File: config.mk
export PLATFORM = sky130hd
export DESIGN_NAME = edge_detect_multi_flat
export DESIGN_NICKNAME = d
export VERILOG_FILES = /design/src/rtl/edge_detect_multi_if.sv /design/src/rtl/edge_detect_multi.sv /design/src/flat_wrapper.sv
export SDC_FILE = /design/constraint.sdc
export NUM_CORES = 1
export LEC_CHECK = 0
export ABC_AREA = 0
export CAP_MARGIN = 20
export CORE_ASPECT_RATIO = 0.6
export CORE_MARGIN = 1.5
export CORE_UTILIZATION = 45
export CTS_CLUSTER_SIZE = 24
export DETAILED_ROUTE_END_ITERATION = 8
export GPL_ROUTABILITY_DRIVEN = 0
export PLACE_DENSITY_LB_ADDON = 0.3
export RECOVER_POWER = 100
export SLEW_MARGIN = 30
export SYNTH_ARGS = -nofsm -noshare
export SYNTH_HDL_FRONTEND = slang
export SYNTH_SLANG_ARGS = --single-unit
File: constraint.sdc
create_clock -name clk_i -period 1.4 [get_ports clk_i]
set_clock_uncertainty 0.2 [all_clocks]
set_input_delay 0.21 -clock clk_i [delete_from_list [all_inputs] [get_ports clk_i]]
set_output_delay 0.21 -clock clk_i [all_outputs]
set_load 0.01 [all_outputs]
File: src/rtl/edge_detect_multi_if.sv
// edge_detect_multi_if: channel-side bundle for edge_detect_multi (inputs, mode, levels, pulses, flags).
interface edge_detect_multi_if #(
  parameter int CHANNELS = 8
);
  logic [CHANNELS-1:0]   edge_i;
  logic [2*CHANNELS-1:0] mode_i;
  logic [CHANNELS-1:0]   clear_i;
  logic [CHANNELS-1:0]   level_o;
  logic [CHANNELS-1:0]   pulse_o;
  logic [CHANNELS-1:0]   event_o;
  logic                  irq_o;
  modport master (
    output edge_i, mode_i, clear_i,
    input  level_o, pulse_o, event_o, irq_o
  );
  modport slave (
    input  edge_i, mode_i, clear_i,
    output level_o, pulse_o, event_o, irq_o
  );
endinterface

File: src/rtl/edge_detect_multi.sv
// edge_detect_multi: per-channel synchroniser, glitch filter and edge-to-pulse converter.
// Sticky event flags, write-one-to-clear and irq_o exist only when EDGE_DET_STICKY_EN is defined.
module edge_detect_multi #(
  parameter int CHANNELS      = 8,
  parameter int SYNC_STAGES   = 2,
  parameter int FILTER_CYCLES = 4
) (
  input logic                clk_i,
  input logic                rst_ni,
  edge_detect_multi_if.slave bus
);
  localparam int CW = FILTER_CYCLES > 1 ? $clog2(FILTER_CYCLES) : 1;
  localparam logic [CW-1:0] C_LAST = CW'(FILTER_CYCLES - 1);
  logic [SYNC_STAGES-1:0] r_sync [CHANNELS];
  logic [CW-1:0]          r_cnt  [CHANNELS];
  logic [CHANNELS-1:0]    r_lvl;
  logic [CHANNELS-1:0]    r_pulse;
  logic [CHANNELS-1:0]    w_s;
  logic [CHANNELS-1:0]    w_take;
  logic [CHANNELS-1:0]    w_pulse;
  // w_take is only high when s differs from L, so toggling L applies the new level
  always_comb begin
    w_s     = '0;
    w_take  = '0;
    w_pulse = '0;
    for (int n = 0; n < CHANNELS; n++) begin
      w_s[n]     = r_sync[n][SYNC_STAGES-1];
      w_take[n]  = (w_s[n] != r_lvl[n]) && (r_cnt[n] == C_LAST);
      w_pulse[n] = w_take[n] && (w_s[n] ? bus.mode_i[2*n] : bus.mode_i[2*n+1]);
    end
  end
  always_ff @(posedge clk_i or negedge rst_ni) begin
    if (!rst_ni) begin
      for (int n = 0; n < CHANNELS; n++) begin
        r_sync[n] <= '0;
        r_cnt[n]  <= '0;
      end
      r_lvl   <= '0;
      r_pulse <= '0;
    end else begin
      for (int n = 0; n < CHANNELS; n++) begin
        r_sync[n] <= {r_sync[n][SYNC_STAGES-2:0], bus.edge_i[n]};
        r_cnt[n]  <= (w_s[n] == r_lvl[n] || w_take[n]) ? '0 : r_cnt[n] + CW'(1);
      end
      r_lvl   <= r_lvl ^ w_take;
      r_pulse <= w_pulse;
    end
  end
  assign bus.level_o = r_lvl;
  assign bus.pulse_o = r_pulse;
`ifdef EDGE_DET_STICKY_EN
  logic [CHANNELS-1:0] r_event;
  // set dominates clear so an edge coinciding with a clear is never lost
  always_ff @(posedge clk_i or negedge rst_ni) begin
    if (!rst_ni) r_event <= '0;
    else         r_event <= w_pulse | (r_event & ~bus.clear_i);
  end
  assign bus.event_o = r_event;
  assign bus.irq_o   = |r_event;
`else
  logic w_unused_clear;
  assign w_unused_clear = ^bus.clear_i;
  assign bus.event_o    = '0;
  assign bus.irq_o      = 1'b0;
`endif
endmodule

File: src/flat_wrapper.sv
// flat-port wrapper written by rule: the top's interface ports become plain ports
module edge_detect_multi_flat 
#(
  parameter int CHANNELS      = 8,
  parameter int SYNC_STAGES   = 2,
  parameter int FILTER_CYCLES = 4
)
  (clk_i, rst_ni, bus_edge_i, bus_mode_i, bus_clear_i, bus_level_o, bus_pulse_o, bus_event_o, bus_irq_o);
  edge_detect_multi_if #(.CHANNELS(CHANNELS)) bus_i ();
  input logic clk_i;
  input logic rst_ni;
  input wire logic [$bits(bus_i.edge_i)-1:0] bus_edge_i;
  input wire logic [$bits(bus_i.mode_i)-1:0] bus_mode_i;
  input wire logic [$bits(bus_i.clear_i)-1:0] bus_clear_i;
  output wire logic [$bits(bus_i.level_o)-1:0] bus_level_o;
  output wire logic [$bits(bus_i.pulse_o)-1:0] bus_pulse_o;
  output wire logic [$bits(bus_i.event_o)-1:0] bus_event_o;
  output wire logic [$bits(bus_i.irq_o)-1:0] bus_irq_o;
  assign bus_i.edge_i = bus_edge_i;
  assign bus_i.mode_i = bus_mode_i;
  assign bus_i.clear_i = bus_clear_i;
  assign bus_level_o = bus_i.level_o;
  assign bus_pulse_o = bus_i.pulse_o;
  assign bus_event_o = bus_i.event_o;
  assign bus_irq_o = bus_i.irq_o;
  edge_detect_multi #(.CHANNELS(CHANNELS), .SYNC_STAGES(SYNC_STAGES), .FILTER_CYCLES(FILTER_CYCLES)) u_core (.clk_i(clk_i), .rst_ni(rst_ni), .bus(bus_i));
endmodule
==> impl_metrics.env, run 1 <==
export IMPL_status="finished, violations left"
export IMPL_violations="DRC"
export IMPL_nNetsFinal=223
export IMPL_firstDrtPassIters=6
export IMPL_boundaryPins=59
export IMPL_synth_adder_area_share_pct=5.43
export IMPL_clk_latency_ns=0.29
export IMPL_timing_hold_worst_class="reg2reg"
export IMPL_rows=17
export IMPL_ir_drop_uv=863
export IMPL_ys_seq_area_share_pct=65.2
export IMPL_swShare_pct=28.7
export IMPL_grt_overflow=0
export IMPL_slew_violations=0
export IMPL_timing_rr_start="u_core.r_cnt[4]$_DFF_PN0_"
export IMPL_clockBufferDepth=2
export IMPL_dp_cells=218
export IMPL_cpMaxStageDelayCell="dfrtp_1"
export IMPL_synth_area_mux_share_pct=4.89
export IMPL_viasPerCell=5.06
export IMPL_area_growth_pct=31.3
export IMPL_multi_input_area_um2=599
export IMPL_synth_ff_type="dfrtp_1"
export IMPL_grt_pass1_wl_um=5130
export IMPL_grt_max_degree=49
export IMPL_antenna_found_initial=0
export IMPL_power_density_mw_per_mm2=1680
export IMPL_pwr_share_clk_pct=21.2
export IMPL_setup_viol=0
export IMPL_worst_pin_slew_ns=0.645
export IMPL_cp_max_fo=2
export IMPL_root_buffer="clkbuf_8"
export IMPL_report_final_hold_viol_count=0
export IMPL_endpoint_kind="primary output"
export IMPL_grt_pass1_vias=1171
export IMPL_regArea_mm2=0.00120
export IMPL_drc=5
export IMPL_syn_avg_cell_area_um2=15.1
export IMPL_fin_crit_sh_pct=97.2
export IMPL_start_util_pct=48.7
export IMPL_cp_required_ns=0.99
export IMPL_rsz0062_at_grt="false"
export IMPL_ys_top_cells_by_area="dfrtp_1 (65%), nand4b_1 (7.6%), ha_1 (5.4%)"
export IMPL_grt_usage_pct=15.4
export IMPL_final_cell_area_mm2=0.00242
export IMPL_drive_gt1_share_pct=14.9
export IMPL_wl_per_cell_um=13.1
export IMPL_timing_final_ws_setup_ns=0.0390
export IMPL_switching_power_uw=1160
export IMPL_cts_tree="done"
export IMPL_pre_cts_ws_ns=0.0935
export IMPL_cts_sinks=48
export IMPL_place_hpwl_um=2200
export IMPL_synth_simple_area_share_pct=16.8
export IMPL_vias=1153
export IMPL_fin_tns_setup_ns=0
export IMPL_hp_start="u_core.r_sync[4]$_DFF_PN0_"
export IMPL_synth_area_leader_cell="dfrtp_1"
export IMPL_internal_power_uw=2900
export IMPL_portBuffers=41
export IMPL_clock_fmax_mhz=735
export IMPL_synth_top_area_share_pct=65.2
export IMPL_synth_edf_count=0
export IMPL_drtIter0Drc=25
export IMPL_wl_um=2980
export IMPL_synth_compound_area_share_pct=0
export IMPL_final_cells=228
export IMPL_fp_dieH_um=52.6
export IMPL_cts_max_level=2
export IMPL_leakagePower_uw=0.00114
export IMPL_max_cap_violations=0
export IMPL_yosysUniqueCellTypes=10
export IMPL_synthArstFlopShare_pct=100
export IMPL_dieArea_mm2=0.00450
export IMPL_synth_top_family_by_area="simple AND/OR/NAND/NOR gates"
export IMPL_synthMostInstantiatedCell="dfrtp_1"
export IMPL_clk_pin_slew_ns=0.08
export IMPL_fin_crit_ns=1.36
export IMPL_worst_path_buf_inv=1
export IMPL_n_antenna_cell=0
export IMPL_path_delay_family="flip-flops"
export IMPL_worstSetupStartpointType="register"
export IMPL_p_comb_share_pct=32.2
export IMPL_ys_seq_elements=48
export IMPL_netlist_instances=122
export IMPL_syn_area_mm2=0.00184
export IMPL_place_area_mm2=0.00235
export IMPL_numCtsBuffers=5
export IMPL_yosysWarnings=0
export IMPL_maxSlewHeadroom_pct=57.0
export IMPL_worst_setup_path_type="reg2out"
export IMPL_fp_dieW_um=85.6
export IMPL_fill_cells=298
export IMPL_yosys_area_share_xor_xnor_pct=3.80
export IMPL_drtAntennaViolNets=0
export IMPL_power_share_sequential_pct=46.5
export IMPL_path_cells="dlygate4sd2_1"
export IMPL_design_core_area_mm2=0.00379
export IMPL_synth_common_cells="dfrtp_1 (48), nand4b_1 (16), buf_4 (9)"
export IMPL_worstPathArrival_ns=0.95
export IMPL_cpPeakStageDelay_ns=0.38
cell families after synthesis:
logic type               count (synthesis)
flip-flops                              48
AND/OR/NAND/NOR                         40
adder cells (fa/ha/maj)                  8
multiplexers                             8
buffers and inverters                    9
other                                    1
XOR/XNOR                                 8
through the flow:
stage               hold WS [ns]  utilization [%]  total power (uW)
floorplan                 -0.286                -              2700
global placement         0.00817             62.1              3270
detailed placement        0.0128             62.1              3390
CTS                        0.140             64.3              4170
global route               0.159             63.9              4340
finish                     0.152             63.9              4060
layer usage:
layer	GRT usage (%)	wire, um
met1	17.5	1230
met3	5.51	198
met5	0	0
met4	6.45	34
met2	26.9	1520
timing repair:
item	in CTS	in global routing
gates resized for setup	16	10
hold buffers	1	0
setup buffers	0	2
endpoints found under the hold margin	48	0
cloned	0	0
endpoints found under the setup margin	16	10
cell usage in the layout (no fill, tap or decap), drive strengths merged, types with 9 or more instances in the layout:
cell type,synthesis,routed
clkbuf,0,17
dfrtp,48,48
dlygate4sd3,0,9
conb,1,9
clkdlybuf4s50,0,16
nand4b,16,16
clkdlybuf4s15,0,10
final timing paths:
kind / depth (start not counted) / endpoint / slack, ns
worst min register to register: 0 / u_core.r_sync[5]$_DFF_PN0_ / 0.15
worst max register to register: 2 / register / 0.09
worst min-delay path: 0 / u_core.r_sync[5]$_DFF_PN0_ / 0.15
max in group asynchronous: 3 / u_core.r_sync[11]$_DFF_PN0_ / 0.19
worst max-delay path: 1 / bus_level_o[3] / 0.04
min in group asynchronous: 3 / asynchronous set/reset pin / 0.38
power groups by stage:
stage / Clock (uW) / Combinational, uW / Sequential, uW
after floorplan: 0 / 675 / 2020
after CTS: 898 / 1380 / 1890
after global routing: 954 / 1460 / 1930
after global placement: 0 / 1380 / 1890
after detailed placement: 0 / 1470 / 1930
final: 862 / 1310 / 1890
area by class of cell:
type                       instances  share of cell area [%]
sequential                        48                    49.6
multi-input combinational         73                    24.8
timing repair buffer              53                    19.2
clock buffer                       7                    3.98
tap                               47                    2.43
No activity file was read; power rests on OpenSTA's default activity.
==> inputs of run 2 (changes only) <==
--- a/config.mk
+++ b/config.mk
@@ -6,7 +6,6 @@
 export NUM_CORES = 1
 export LEC_CHECK = 0
 export ABC_AREA = 0
-export CAP_MARGIN = 20
 export CORE_ASPECT_RATIO = 0.6
 export CORE_MARGIN = 1.5
 export CORE_UTILIZATION = 45
==> results of run 2 <==
Final layout, timing and power as in run 1 (identical DEF).
==> inputs of run 3 (changes only) <==
--- a/config.mk
+++ b/config.mk
@@ -9,6 +9,7 @@
 export CORE_ASPECT_RATIO = 0.6
 export CORE_MARGIN = 1.5
 export CORE_UTILIZATION = 45
+export CTS_BUF_LIST = sky130_fd_sc_hd__clkbuf_16
 export CTS_CLUSTER_SIZE = 24
 export DETAILED_ROUTE_END_ITERATION = 8
 export GPL_ROUTABILITY_DRIVEN = 0
==> run 3 against run 2 <==
Net effect:
- the run still ends with DRC left
- final cell count down 0.88%
- fmax down 0.26%
- utilization up 0.20 points
- register-to-register slack about the same
- flip-flop and latch count unchanged
- via count down 0.87%
- hold slack worse by 0.0050 ns
- sequential power about the same
- design area up 0.31%
- non-clock buffer count down 2
- clock power up 26%
- worst setup slack worse by 0.0035 ns
==> impl_metrics.env, run 3 (synthesis results as in run 1) <==
export IMPL_status="finished, violations left"
export IMPL_violations="DRC"
export IMPL_fin_crit_ns=1.36
export IMPL_clk_latency_ns=0.28
export IMPL_path_delay_family="flip-flops"
export IMPL_drtAntennaViolNets=0
export IMPL_rows=17
export IMPL_boundaryPins=59
export IMPL_fp_dieW_um=85.6
export IMPL_dieArea_mm2=0.00450
export IMPL_drtIter0Drc=27
export IMPL_timing_hold_worst_class="reg2reg"
export IMPL_worstPathArrival_ns=0.95
export IMPL_drive_gt1_share_pct=12.8
export IMPL_final_common_cell="dfrtp_1"
export IMPL_clock_fmax_mhz=733
export IMPL_place_hpwl_um=2200
export IMPL_met2_usage_pct=29.1
export IMPL_cts_tree="done"
export IMPL_setup_viol=0
export IMPL_fill_cells=301
export IMPL_area_growth_pct=31.7
export IMPL_design_core_area_mm2=0.00379
export IMPL_cpMaxStageDelayCell="dfrtp_1"
export IMPL_grt_max_degree=49
export IMPL_cpPeakStageDelay_ns=0.39
export IMPL_grt_busiest_layer="met2"
export IMPL_clk_pin_slew_ns=0.06
export IMPL_path_cells="dlygate4sd2_1"
export IMPL_post_cts_buffers=0
export IMPL_worst_setup_path_type="reg2out"
export IMPL_place_area_mm2=0.00235
export IMPL_wl_um=3030
export IMPL_nNetsFinal=221
export IMPL_clockBufferDepth=2
export IMPL_wl_per_cell_um=13.4
export IMPL_rsz0062_at_grt="false"
export IMPL_fp_dieH_um=52.6
export IMPL_grt_overflow=0
export IMPL_cp_required_ns=0.99
export IMPL_grtUsageMet1_pct=17.7
export IMPL_grt_pass1_vias=1209
export IMPL_start_util_pct=48.7
export IMPL_fin_crit_sh_pct=97.5
export IMPL_numCtsBuffers=5
export IMPL_max_cap_violations=0
export IMPL_antenna_found_initial=0
export IMPL_vias=1143
export IMPL_final_cell_mix="dfrtp_1 (48), nand4b_1 (16), clkdlybuf4s50_1 (16), dlygate4sd2_1 (16)"
export IMPL_leakagePower_uw=0.00116
export IMPL_ir_drop_uv=990
export IMPL_report_final_hold_viol_count=0
export IMPL_fin_tns_setup_ns=0
export IMPL_pre_cts_ws_ns=0.0935
export IMPL_p_total_uw=4240
export IMPL_grt_util_met3_pct=5.04
export IMPL_worst_pin_slew_ns=0.633
export IMPL_firstDrtPassIters=6
export IMPL_n_antenna_cell=0
export IMPL_endpoint_kind="primary output"
export IMPL_worstSetupStartpointType="register"
export IMPL_cts_sinks=48
export IMPL_grt_pass1_wl_um=5390
export IMPL_grt_usage_pct=15.8
export IMPL_final_cell_area_mm2=0.00243
export IMPL_viasPerCell=5.06
export IMPL_drc=5
export IMPL_slew_violations=0
export IMPL_power_density_mw_per_mm2=1750
export IMPL_root_buffer="clkbuf_16"
export IMPL_worst_path_buf_inv=1
export IMPL_cp_max_fo=2
export IMPL_portBuffers=41
export IMPL_timing_final_ws_setup_ns=0.0355
export IMPL_cts_max_level=2
export IMPL_maxSlewHeadroom_pct=57.8
-- run 3: cell count changes in the layout (fill, tap and decap cells not counted), moves of 2 or more --
cell	change
dlygate4sd2_1	+10
clkbuf_4	-2
clkdlybuf4s15_1	-10
clkbuf_16	+5
clkinv_1	+2
clkbuf_8	-7
-- run 3: power by group --
part	switching [uW]	leakage, uW	internal, uW	total (uW)
logic	572	0.000499	690	1260
clock network	447	0.0000648	638	1090
registers	164	0.000600	1730	1890
total	1180	0.00116	3050	4240
-- run 3: final cells by class --
cell class                 count  area [um^2]  share of cell area, %
clock buffer                   5          125                   5.15
multi-input combinational     73          594                   24.5
sequential                    48         1200                   49.5
tap                           47         58.8                   2.42
timing repair buffer          51          440                   18.1
clock inverter                 2         7.51                  0.309
-- run 3: per-layer routing --
metal	vias up	wire, um
met4	0	19
met1	574	1220
met5	-	0
met2	33	1610
li1	531	-
met3	5	176
-- run 3: path summary, 6_finish.rpt --
path	slack, ns	cells past startpoint	startpoint	endpoint
worst max-delay path	0.04	1	register	bus_level_o[0]
worst min-delay path	0.15	0	u_core.r_sync[4]$_DFF_PN0_	u_core.r_sync[5]$_DFF_PN0_
worst max register to register	0.09	2	u_core.r_cnt[14]$_DFF_PN0_	register
worst min register to register	0.15	0	u_core.r_sync[4]$_DFF_PN0_	u_core.r_sync[5]$_DFF_PN0_
max in group asynchronous	0.17	3	rst_ni	u_core.r_cnt[11]$_DFF_PN0_
min in group asynchronous	0.40	3	rst_ni	asynchronous set/reset pin
-- run 3: timing repair --
action	CTS	global route
hold endpoints to repair	48	0
hold buffers	1	0
resized for setup	16	0
setup endpoints to repair	16	0
-- run 3: stage by stage --
stage / instances / utilization, % / hold slack (ns)
floorplan: 130 / - / -0.286
global placement: 218 / 62.1 / 0.00817
detailed placement: 218 / 62.1 / 0.0128
CTS: 226 / 65.3 / 0.150
global route: 226 / 64.1 / 0.152
finish: 226 / 64.1 / 0.147
